File: src/rtl/mem_arbiter_pkg.sv
// Shared definitions for the memory-port arbiter: FSM state encoding and
// default data/address widths.
package mem_arbiter_pkg;

    localparam int DEF_MEM_WIDTH = 8;
    localparam int DEF_WORD_SIZE = 8;

    typedef enum logic [1:0] {
        ARB_IDLE  = 2'd0,
        ARB_ISSUE = 2'd1,
        ARB_RESP  = 2'd2
    } arb_state_t;

endpackage

File: src/rtl/rr_picker.sv
// Round-robin picker: selects the first requester after the last granted
// index, wrapping modulo NUM_REQ. Purely combinational.
module rr_picker #(
    parameter int NUM_REQ = 2,
    parameter int IDX_W   = $clog2(NUM_REQ)
) (
    input  logic [NUM_REQ-1:0] req,
    input  logic [IDX_W-1:0]   last,
    output logic [IDX_W-1:0]   winner,
    output logic               any_req
);

    logic found;

    // Distance k=1 is the highest priority, k=NUM_REQ (the last winner itself) the lowest.
    always_comb begin
        winner = '0;
        found  = 1'b0;
        for (int k = 1; k <= NUM_REQ; k++) begin
            for (int i = 0; i < NUM_REQ; i++) begin
                if (!found && req[i] && (i == (int'(last) + k) % NUM_REQ)) begin
                    winner = IDX_W'(i);
                    found  = 1'b1;
                end
            end
        end
    end

    assign any_req = |req;

endmodule

File: src/rtl/mem_arbiter.sv
// Round-robin arbiter sharing one synchronous memory port among NUM_REQ
// masters; each access takes IDLE -> ISSUE -> RESP (3 cycles).
module mem_arbiter
    import mem_arbiter_pkg::*;
#(
    parameter int MEM_WIDTH = DEF_MEM_WIDTH,
    parameter int WORD_SIZE = DEF_WORD_SIZE,
    parameter int NUM_REQ   = 2
) (
    input  logic                           clk,
    input  logic                           rst,
    input  logic [NUM_REQ-1:0]             req,
    input  logic [NUM_REQ-1:0]             req_we,
    input  logic [NUM_REQ*WORD_SIZE-1:0]   req_addr,
    input  logic [NUM_REQ*MEM_WIDTH-1:0]   req_wdata,
    output logic [NUM_REQ-1:0]             gnt,
    output logic [NUM_REQ-1:0]             done,
    output logic [MEM_WIDTH-1:0]           rdata,
    output logic                           mem_en,
    output logic                           mem_we,
    output logic [WORD_SIZE-1:0]           mem_addr,
    output logic [MEM_WIDTH-1:0]           mem_wdata,
    input  logic [MEM_WIDTH-1:0]           mem_rdata
);

    localparam int IDX_W = $clog2(NUM_REQ);

    arb_state_t           state;
    logic [IDX_W-1:0]     last;
    logic [IDX_W-1:0]     winner;
    logic                 any_req;
    logic                 cur_we;
    logic                 sel_we;
    logic [WORD_SIZE-1:0] sel_addr;
    logic [MEM_WIDTH-1:0] sel_wdata;

    rr_picker #(
        .NUM_REQ (NUM_REQ),
        .IDX_W   (IDX_W)
    ) u_picker (
        .req     (req),
        .last    (last),
        .winner  (winner),
        .any_req (any_req)
    );

    always_comb begin
        sel_we    = 1'b0;
        sel_addr  = '0;
        sel_wdata = '0;
        for (int i = 0; i < NUM_REQ; i++) begin
            if (IDX_W'(i) == winner) begin
                sel_we    = req_we[i];
                sel_addr  = req_addr[i*WORD_SIZE +: WORD_SIZE];
                sel_wdata = req_wdata[i*MEM_WIDTH +: MEM_WIDTH];
            end
        end
    end

    always_ff @(posedge clk) begin
        if (rst) begin
            state     <= ARB_IDLE;
            last      <= IDX_W'(NUM_REQ - 1);
            cur_we    <= 1'b0;
            gnt       <= '0;
            done      <= '0;
            mem_en    <= 1'b0;
            mem_we    <= 1'b0;
            mem_addr  <= '0;
            mem_wdata <= '0;
        end else begin
            case (state)
                ARB_IDLE: begin
                    if (any_req) begin
                        gnt       <= NUM_REQ'(1) << winner;
                        mem_en    <= 1'b1;
                        mem_we    <= sel_we;
                        mem_addr  <= sel_addr;
                        mem_wdata <= sel_wdata;
                        cur_we    <= sel_we;
                        last      <= winner;
                        state     <= ARB_ISSUE;
                    end
                end
                ARB_ISSUE: begin
                    // Memory samples at this edge; strobes drop, address/data hold.
                    mem_en <= 1'b0;
                    mem_we <= 1'b0;
                    done   <= gnt;
                    state  <= ARB_RESP;
                end
                ARB_RESP: begin
                    done  <= '0;
                    gnt   <= '0;
                    state <= ARB_IDLE;
                end
                default: begin
                    gnt    <= '0;
                    done   <= '0;
                    mem_en <= 1'b0;
                    mem_we <= 1'b0;
                    state  <= ARB_IDLE;
                end
            endcase
        end
    end

    // Registered memory data arrives during RESP; pass it straight through for reads.
    assign rdata = (state == ARB_RESP && !cur_we) ? mem_rdata : '0;

endmodule

File: config.mk
export PLATFORM = sky130hd
export DESIGN_NAME = mem_arbiter
export DESIGN_NICKNAME = d
export VERILOG_FILES = /design/src/rtl/mem_arbiter_pkg.sv /design/src/rtl/rr_picker.sv /design/src/rtl/mem_arbiter.sv
export SDC_FILE = /design/constraint.sdc
export NUM_CORES = 1
export LEC_CHECK = 0
export ABC_AREA = 1
export BUFFER_PORTS_ARGS = -buffer_cell sky130_fd_sc_hd__buf_4
export CAP_MARGIN = 20
export CORE_MARGIN = 3
export CORE_UTILIZATION = 46
export DETAILED_ROUTE_END_ITERATION = 16
export GPL_TIMING_DRIVEN = 0
export MAX_ROUTING_LAYER = met4
export PLACE_DENSITY_LB_ADDON = 0.05
export SLEW_MARGIN = 5
export SYNTH_ARGS = -nofsm -noshare
export SYNTH_HDL_FRONTEND = slang
export SYNTH_HIERARCHICAL = 1
export SYNTH_SLANG_ARGS = --single-unit
File: constraint.sdc
create_clock -name clk -period 2.95 [get_ports clk]
set_clock_uncertainty 0.1 [all_clocks]
set_input_delay 0 -clock clk [delete_from_list [all_inputs] [get_ports clk]]
set_output_delay 0 -clock clk [all_outputs]
set_load 0.01 [all_outputs]
Yosys cells after proc, flatten, opt, wreduce, memory -nomap -nowiden
Index checks and enable logic that the tools add are counted.

Input bits: 46. Output and inout bits: 30. Register bits: 26. Logic and storage cells: 59.

$add $sub $neg: 2. Reductions and logical operators: 19. Equality and inequality tests: 5. Bitwise gates (word level): 4. Shift operators: 1. Multiplexer cells: 19.

Operators with widths (number): $logic_not A32 Y1 (2); $mux W8 (3); $pmux W2 S2 (3); $mux W1 (9); $logic_and A1 B1 Y1 (8); $reduce_and A2 Y1 (3); $eq A2 B2 Y1 const A (2); $logic_not A1 Y1 (4); $mux W2 (2); $pmux W1 S2 (2); $add A1 B1 Y1 const B (2); $and A1 B1 Y1 const A (2); $eq A2 B1 Y1 const B (1); $eq A2 B2 Y1 const B (1); $logic_not A2 Y1 (1); $ne A2 B2 Y1 const B (1); $not A1 Y1 (2); $reduce_or A2 Y1 (1); $shl A1 B1 Y2 const A (1).

Longest topological paths before layout
Gate-level depths: netlist (run 1).

Word-level depth: 20. Mapped depth: 9. Depth with buffers taken out: 7.

Cells and area by module
The synthesis (run 1) kept the hierarchy.

By module, submodules not included: mem_arbiter (cells an instance 186, area each 1307.5 µm², instances 1, seq. area each 520.5 µm²); rr_picker (cells an instance 3, area each 15.0 µm², instances 1, seq. area each 0.0 µm²).

Worst setup path after synthesis (run 1)
Ideal clock, no wire load.

Path kind: register to register. Start: register last. End: register mem_addr[1]. Arrival: 0.985 ns. Setup time: 0.133 ns. Stages on the path, launching flop included: 9. Required time: 2.717 ns. Path slack: 1.732 ns. Clock period less this slack: 1.218 ns. Path buffers: 2. Cells stage by stage: dfxtp_1 -> a21oi_1 -> buf_6 -> inv_2 -> buf_6 -> nand2_1 -> nand2_1 -> nand2_1 -> a21oi_2.

Longest elaborated chain between the ends: 18. Elaborated cells on any way between the ends: 25. Classes of those cells: add/sub (2); eq/ne (2); mux (7); bitwise (2); reduce/logical (12).

RTL lines: from (decl) (RTL line mem_arbiter.sv:29) `logic [IDX_W-1:0] last;`; from (signal assigned) (RTL line mem_arbiter.sv:63) `last <= IDX_W'(NUM_REQ - 1);`; from (signal assigned) (RTL line mem_arbiter.sv:81) `last <= winner;`; $add A1 B1 Y1 (RTL line rr_picker.sv:21) `if (!found && req[i] && (i == (int'(last) + k) % NUM_REQ)) begin`; $and A1 B1 Y1 (no source line); $logic_not A32 Y1 (RTL line rr_picker.sv:21); $logic_and A1 B1 Y1 (RTL line rr_picker.sv:21); $mux W1 (RTL line rr_picker.sv:21); $logic_not A1 Y1 (RTL line rr_picker.sv:21); $logic_and A1 B1 Y1 (2 in series) (RTL line rr_picker.sv:21); $mux W1 (RTL line rr_picker.sv:21); $logic_not A1 Y1 (RTL line rr_picker.sv:21); $logic_and A1 B1 Y1 (2 in series) (RTL line rr_picker.sv:21); $mux W1 (RTL line rr_picker.sv:21); $logic_not A1 Y1 (RTL line rr_picker.sv:21); $logic_and A1 B1 Y1 (2 in series) (RTL line rr_picker.sv:21); $mux W1 * (RTL line rr_picker.sv:21); via winner (RTL line mem_arbiter.sv:30) `logic [IDX_W-1:0] winner;`; $mux W8 * (RTL line mem_arbiter.sv:52) `if (IDX_W'(i) == winner) begin`; to (signal assigned) (RTL line mem_arbiter.sv:78) `mem_addr <= sel_addr;`; to (decl) (RTL line mem_arbiter.sv:21) `output logic [WORD_SIZE-1:0] mem_addr,`.

Mark *: on every way through the listed nets, which the timed path passes. The rest lies on a longest branch. A chain may end at the register's enable or synchronous reset.

Worst setup path in the final report (run 1)
Start: register last. End: register mem_we.

Longest elaborated chain between the ends: 20. Elaborated cells on any way between the ends: 27. Classes of those cells: add/sub (2); eq/ne (2); mux (9); bitwise (2); reduce/logical (12).

RTL lines: $add A1 B1 Y1 (RTL line rr_picker.sv:21); $and A1 B1 Y1 (no source line); $logic_not A32 Y1 (RTL line rr_picker.sv:21); $logic_and A1 B1 Y1 (RTL line rr_picker.sv:21); $mux W1 (RTL line rr_picker.sv:21); $logic_not A1 Y1 (RTL line rr_picker.sv:21); $logic_and A1 B1 Y1 (2 in series) (RTL line rr_picker.sv:21); $mux W1 (RTL line rr_picker.sv:21); (+3 left out); $mux W1 (RTL line rr_picker.sv:21); $logic_not A1 Y1 (RTL line rr_picker.sv:21); $logic_and A1 B1 Y1 (2 in series) (RTL line rr_picker.sv:21); $mux W1 * (RTL line rr_picker.sv:21); via winner (RTL line mem_arbiter.sv:30); $mux W1 * (RTL line mem_arbiter.sv:52); $mux W1 * (RTL line mem_arbiter.sv:74) `if (any_req) begin`; $pmux W1 S2 * (RTL line mem_arbiter.sv:72) `case (state)`; to (signal assigned) (RTL line mem_arbiter.sv:77) `mem_we <= sel_we;`; to (decl) (RTL line mem_arbiter.sv:20) `output logic mem_we,`.

Mark *: on every way through the listed nets, which the timed path passes. The rest lies on a longest branch. The select of a mux whose other input is x is not followed.

==> flow_summary_export.csv, run 1 <==
group,metric,value,unit
timing,worst_hold_slack,135,ps
route,routed_wl,4.83,mm
synth,synth_top_area_share,39.4,%
die,die_y,59.6,µm
pwr,power_density,398,nW/µm²
run,cap_violations,0,
pwr,p_leak,1.21,nW
finish,antennaDiodeCount,0,
clocking,cts_resized,0,
synth,synthFlopType,"dfxtp_1",
die,start_util,50.6,%
synth,yosysMostFrequentCell,"nand2_1",
timing,fin_crit_sh,80.3,%
critical_path,crit_fanout,10,
clocking,cts_setup_buffers,0,
synth,ys_ff_latch,26,
clocking,h-tree-depth,1,
route,highest_layer,"met4",
route,vias,1692,
critical_path,crit_path_start_kind,"register",
clocking,clockRootBuffer,"clkbuf_4",
route,first_pass_iters,4,
placed_design,preCtsSetupSlack,1600,ps
timing,setup_viol,0,
critical_path,critPathKind,"reg2reg",
finish,layout-drive-gt1-share,37.8,%
global_route,antenna_found_initial,0,
timing,maxSlewHeadroom,61.7,%
route,wl_met1,1.87,mm
timing,tightestPinTransition,574,ps
route,postRouteAntennaNets,0,
route,post_drt_wl_per_cell,14.5,µm
synth,async_reset_ff_share,0,%
timing,worst_slack,582,ps
timing,hold_viol,0,
synth,synth-edff-count,0,
global_route,grt_pass1_wl,7.50,mm
clocking,hold_buffers,36,
timing,rsz0062_at_grt,"false",
timing,clock.fmax,422,MHz
die,placement_rows,18,
synth,synth_nets,235,
route,wl_met2,2.39,mm
placed_design,gp_congestion,0.743,
global_route,grt_max_degree,15,
synth,ys_seq_area_share,39.4,%
critical_path,end_kind,"register",
status,outcome,"completed",
global_route,grt_overflow,0,
global_route,grt_pass1_vias,1662,
clocking,clkTransAtPathRegs,140,ps
clocking,clk_path_buf_depth,2,
synth,synth_cell_types,19,
synth,yosysWarnings,6,
synth,syn_avg_cell_area,7.00,µm²
min_path,min_path_type,"in2reg",
route,first_iter_violations,99,
pwr,ir_drop,375,µV
clocking,worstSkewPairLatency,340,ps
timing,fin_crit,2370,ps
pwr,power,0.924,mW
route,route.met3.wl,414,µm
global_route,grtUsageTotal,29.2,%
synth,yosysTopAreaCell,"dfxtp_1",
timing,fin_tns_setup,0,ps
synth,netlist_area,1320,µm²
die,num_io_pins,76,
placed_design,io_buffers,75,
placed_design,place_hpwl,2.56,mm
clocking,cts_buffers,3,
clocking,cts_sinks,26,
finish,n_fill_cell,140,
die,design.die.area,3550,µm²
route,drcViolationCount,0,
route,via_per_inst,5.07,
synth,syn_inst,189,
die,die_w,59.6,µm
synth,ys_top_cells_by_count,"88 x nand2_1, 26 x dfxtp_1, 12 x a21oi_1, 12 x a21oi_2, 12 x inv_1",
clocking,cts_tree,"done",
synth,yosys-top-cells-area,"dfxtp_1 39%, nand2_1 25%, a21oi_2 7.9%",
critical_path,cp.arrival,2520,ps
finish,synthToLayoutAreaGrowth,75.4,%
timing,slew_violations,0,
finish,fin_nets,351,
critical_path,required,3100,ps
die,design.core.area,2610,µm²
==> kinds of logic (layout without fill, tap and decap cells) <==
group | count (synthesis) | count (layout) | share of synthesized area, %
AOI/OAI and AO/OA | 24 | 24 | 12.5
DFF | 26 | 26 | 39.4
and+or+nand+nor | 115 | 115 | 37.5
buffers and inverters | 24 | 139 | 10.7
==> area by class of cell <==
type	count	area, µm²	share of cell area [%]
Sequential cell	26	520	22.4
Buffer	8	81.3	3.51
Multi-Input combinational cell	139	661	28.5
Clock buffer	4	36.3	1.56
Timing Repair Buffer	111	923	39.8
Tap cell	30	37.5	1.62
Inverter	16	60.1	2.59
==> stage by stage <==
stage	utilization (%)	std cells	instance area, µm²
floorplan	-	189	1320
global placement	73.6	294	1920
detailed placement	73.6	294	1920
CTS	88.8	334	2320
global route	88.8	334	2320
finish	88.8	334	2320
==> cell usage in the layout, fill, tap and decap left out, types with 4 or more instances in the layout <==
master,count
a21oi_2,12
nand2_1,88
inv_1,12
nand2_2,8
buf_6,4
dlygate4sd3_1,36
inv_2,4
dfxtp_1,26
nand3_1,4
nor2_1,8
a21oi_1,12
buf_4,76
==> per-layer routing <==
layer / GRT usage, % / up-vias
li1: - / 808
met1: 32.0 / 764
met2: 49.1 / 97
met3: 8.28 / 23
met4: 12.3 / 0
met5: - / -
==> registers in the layout, indices dropped and copies added, names as in the netlist <==
signal	count
last	1
mem_wdata	8
cur_we	1
mem_we	1
mem_en	1
state	2
mem_addr	8
gnt	2
done	2
==> worst max-delay path, stage by stage, from the launching register on <==
cell,delay (ps)
dfxtp_1,360
a21oi_1,180
buf_6,170
inv_2,100
nand2_1,70
nand2_1,40
dlygate4sd3_1,580
nand2_4,90
a21oi_2,50
dlygate4sd3_1,540
==> report_power, final <==
part           internal, mW  switching, mW  total, mW
combinational         0.178          0.155      0.333
clock                0.0760          0.114      0.190
sequential            0.381         0.0206      0.402
==> path summary, 6_finish.rpt <==
check | end | start | slack, ps | cells after the start
setup / recovery | mem_we | last | 580 | 9
hold / removal | gnt[1] | req[1] | 130 | 5
setup reg to reg | mem_we | last | 580 | 9
hold reg to reg | mem_en | mem_en | 380 | 2
Note: power is estimated with default switching activity, not from simulation.
==> run 2: changes to the inputs <==
- CORE_UTILIZATION: 46 -> 39
- clock period: 2.95 -> 1.9 ns (I/O delays scaled with it)
==> run 2 against run 1 <==
Sequential power increased by 54%. Count of clock-buffer cells in the layout decreased by 1. Critical endpoint is now mem_wdata[3]. Critical path type unchanged. Largest cell class unchanged. Clock power increased by 100%.
==> flow_summary_export.csv, run 2 (synthesized netlist as in run 1, its figures left out) <==
group,metric,value,unit
status,outcome,"completed",
critical_path,required,2070,ps
critical_path,crit_start,"last",
clocking,cts_sinks,26,
global_route,grt_pass1_vias,1543,
die,placement_rows,20,
die,start_util,41.9,%
clocking,worstSkewPairLatency,320,ps
die,design.die.area,4130,µm²
placed_design,io_buffers,75,
clocking,cts_tree,"done",
clocking,h-tree-depth,1,
finish,synthToLayoutAreaGrowth,79.6,%
finish,layout-drive-gt1-share,38.6,%
timing,hold_viol,0,
die,num_io_pins,76,
route,route.met3.wl,247,µm
timing,fin_tns_setup,0,ps
global_route,grt_max_degree,16,
route,first_iter_violations,42,
finish,layout_common_cells,"88 x nand2_1, 78 x buf_4, 36 x dlygate4sd3_1, 26 x dfxtp_1, 13 x a21oi_2",
clocking,clockRootBuffer,"clkbuf_4",
critical_path,end_kind,"register",
timing,maxSlewHeadroom,64.3,%
critical_path,crit_path_start_kind,"register",
clocking,cts_buffers,3,
finish,layout_commonest_cell,"nand2_1",
critical_path,r2r-start,"last",
timing,worst_hold_slack,159,ps
route,routed_wl,4.00,mm
finish,antennaDiodeCount,0,
die,design.core.area,3150,µm²
critical_path,crit_fanout,6,
clocking,clk_path_buf_depth,2,
placed_design,place_hpwl,2.59,mm
finish,final_cells,350,
timing,tightestPinTransition,535,ps
route,drcViolationCount,0,
global_route,antenna_found_initial,0,
min_path,min_from,"req[1]",
min_path,min_path_type,"in2reg",
die,die_w,64.2,µm
critical_path,critPathKind,"reg2reg",
timing,slew_violations,0,
route,postRouteAntennaNets,0,
clocking,clkTransAtPathRegs,150,ps
timing,fin_crit_sh,95.3,%
die,die_y,64.2,µm
run,cap_violations,0,
finish,fin_nets,353,
route,post_drt_wl_per_cell,11.4,µm
route,highest_layer,"met4",
pwr,power_density,628,nW/µm²
critical_path,cp.arrival,1980,ps
placed_design,dp_cells,308,
finish,largest_registers,"mem_addr x8, mem_wdata x8",
global_route,grt_overflow,0,
route,vias,1575,
timing,clock.fmax,552,MHz
pwr,ir_drop,356,µV
pwr,p_leak,1.22,nW
placed_design,gp_congestion,0.748,
global_route,grt_pass1_wl,6.93,mm
route,via_per_inst,4.50,
route,wl_met1,1.63,mm
placed_design,preCtsSetupSlack,522,ps
route,wl_met2,2.07,mm
timing,rsz0062_at_grt,"false",
timing,fin_crit,1810,ps
timing,worst_slack,88.5,ps
timing,setup_viol,0,
global_route,grtUsageTotal,21.1,%
route,first_pass_iters,4,
## run 2: power by group
part / total [mW] / switching, mW / internal (mW)
clock network: 0.381 / 0.168 / 0.213
logic: 0.489 / 0.220 / 0.269
registers: 0.620 / 0.0287 / 0.592
## run 2: final cells by class
cell class,instances,area (µm²)
clock inverter,1,30.0
fill,275,778
multi-input combinational,139,664
timing repair buffer,113,938
buffer,8,81.3
tap,44,55.1
sequential,26,520
clock buffer,3,22.5
inverter,16,62.6
## run 2: per-stage QoR
stage | util, % | total power [mW] | instance area [µm²]
after global routing | 75.3 | 1.58 | 2370
after detailed placement | 61.5 | 1.04 | 1940
after CTS | 74.6 | 1.49 | 2350
after global placement | 61.5 | 1.04 | 1940
after floorplan | - | 0.861 | 1320
final | 75.3 | 1.49 | 2370
## run 2: path summary, 6_finish.rpt
| kind | to | cells after the start | slack (ps) |
|---|---|---|---|
| worst max-delay path | mem_wdata[3] | 8 | 90 |
| worst min-delay path | gnt[0] | 5 | 160 |
| worst max register to register | mem_wdata[3] | 8 | 90 |
| worst min register to register | done[0] | 2 | 370 |
## run 2: what timing repair did
item / CTS / global route
resized for setup: 0 / 2
setup endpoints to repair: 0 / 3
setup buffers: 0 / 2
hold endpoints to repair: 23 / 0
hold buffers: 36 / 0
## run 2: critical path: stages, from the launching register on
cell           delay (ps)
dfxtp_1               370
a21oi_2               170
buf_6                 140
buf_4                 140
nand2_1                50
nand2_1                50
dlygate4sd3_1         560
nand2_2                60
a21oi_2               110
## run 2: routing by layer
layer / vias to the layer above / track usage, %
li1: 815 / -
met1: 703 / 24.5
met2: 51 / 37.2
met3: 6 / 4.22
met4: 0 / 5.54
met5: - / -
==> run 3: changes to the inputs <==
- CORE_ASPECT_RATIO: not set -> 0.5
- SETUP_SLACK_MARGIN: not set -> 0.4
==> run 3 against run 2 <==
Die area grew 1.0%. Worst setup slack gained 450 ps. First-iteration DRC count grew 19%. Critical path type unchanged. Critical endpoint is now mem_addr[7]. Largest cell class unchanged.
==> flow_summary_export.csv, run 3 (synthesized netlist as in run 1, its figures left out) <==
group,metric,value,unit
status,outcome,"completed",
timing,fin_crit_sh,71.4,%
pwr,power_density,619,nW/µm²
timing,rsz0062_at_grt,"false",
global_route,antenna_found_initial,0,
placed_design,place_hpwl,2.53,mm
finish,layout-drive-gt1-share,38.5,%
finish,largest_registers,"mem_addr x8, mem_wdata x8",
route,post_drt_wl_per_cell,11.5,µm
global_route,grt_pass1_wl,6.07,mm
clocking,cts_tree,"done",
timing,fin_tns_setup,0,ps
die,design.die.area,4170,µm²
global_route,grt_overflow,0,
die,placement_rows,14,
die,die_w,88.4,µm
global_route,grtUsageTotal,19.3,%
clocking,clockRootBuffer,"clkbuf_8",
min_path,min_path_type,"in2reg",
route,first_pass_iters,4,
timing,clock.fmax,737,MHz
critical_path,crit_path_start_kind,"register",
timing,worst_hold_slack,60.5,ps
die,die_y,47.2,µm
timing,tightestPinTransition,557,ps
timing,fin_crit,1360,ps
route,vias,1521,
route,routed_wl,3.91,mm
finish,layout_common_cells,"88 x nand2_1, 76 x buf_4, 33 x dlygate4sd3_1, 25 x dfxtp_1",
timing,hold_viol,0,
global_route,grt_max_degree,15,
route,postRouteAntennaNets,0,
die,start_util,42.4,%
global_route,grt_pass1_vias,1492,
timing,slew_violations,0,
pwr,ir_drop,289,µV
placed_design,io_buffers,75,
finish,antennaDiodeCount,0,
clocking,clk_path_buf_depth,2,
critical_path,critPathKind,"reg2reg",
timing,maxSlewHeadroom,62.9,%
route,first_iter_violations,50,
die,num_io_pins,76,
route,drcViolationCount,0,
finish,fin_nets,348,
clocking,cts_sinks,26,
critical_path,cp.arrival,1390,ps
die,design.core.area,3120,µm²
clocking,clkTransAtPathRegs,90,ps
clocking,cts_buffers,3,
finish,synthToLayoutAreaGrowth,75.6,%
clocking,h-tree-depth,1,
route,via_per_inst,4.46,
critical_path,end_kind,"register",
placed_design,gp_congestion,0.813,
finish,layout_commonest_cell,"nand2_1",
timing,setup_viol,0,
critical_path,required,1930,ps
critical_path,crit_fanout,10,
pwr,p_leak,1.20,nW
run,cap_violations,0,
clocking,worstSkewPairLatency,270,ps
[run 3: changes by cell type in the layout (fill, tap and decap cells not counted), sizes merged]
cell	delta
bufinv	-1
dlygate4sd3	-3
buf	-2
clkbuf	+1
[run 3: power by group]
part | switching, mW | internal (mW) | total (mW)
sequential | 0.0270 | 0.592 | 0.619
clock | 0.167 | 0.185 | 0.352
combinational | 0.217 | 0.250 | 0.467
total | 0.411 | 1.03 | 1.44
[run 3: worst max-delay path: stages (launching register included)]
cell and delay [ps]:
dfxtp_1 330, a21oi_1 180, buf_6 160, inv_2 80
buf_6 150, nand2_1 60, nand2_1 50, nand2_1 60
a21oi_1 50
[run 3: stage by stage]
| step | cell area, µm² | setup slack [ps] | cells | utilization (%) | total power, mW |
|---|---|---|---|---|---|
| after floorplan | 1320 | 682 | 189 | - | 0.861 |
| after global placement | 1940 | 570 | 304 | 62.1 | 1.03 |
| after detailed placement | 1940 | 571 | 304 | 62.1 | 1.04 |
| after CTS | 2320 | 537 | 341 | 74.4 | 1.45 |
| after global routing | 2320 | 409 | 341 | 74.5 | 1.52 |
| final | 2320 | 543 | 341 | 74.5 | 1.44 |
[run 3: final cells by class]
cell class | count | area, µm²
clock buffers | 4 | 55.1
well taps | 40 | 50.0
fillers | 245 | 796
flip-flops and latches | 26 | 522
multi-input cells | 139 | 661
repair buffers | 108 | 893
inverters | 16 | 60.1
plain buffers | 8 | 81.3
[run 3: per-layer routing]
metal	GRT usage (%)	up-vias	part of all wire (%)
met4	4.22	0	0.51
met5	-	-	0
li1	-	801	-
met2	35.7	55	48
met1	21.4	663	45
met3	5.25	2	6.8
[run 3: repair_timing]
action / CTS / global route
gates resized for setup: 0 / 1
buffers inserted: 0 / 0
hold buffers: 33 / 0
endpoints found under the hold margin: 19 / 0
endpoints found under the setup margin: 0 / 1
[run 3: final timing paths]
| check | from | to | slack (ps) | cells past startpoint |
|---|---|---|---|---|
| setup / recovery | last | mem_addr[7] | 540 | 8 |
| hold / removal | req_we[1] | cur_we | 60 | 5 |
| setup reg to reg | last | mem_addr[7] | 540 | 8 |
| hold reg to reg | mem_wdata[7] | mem_wdata[7] | 370 | 2 |
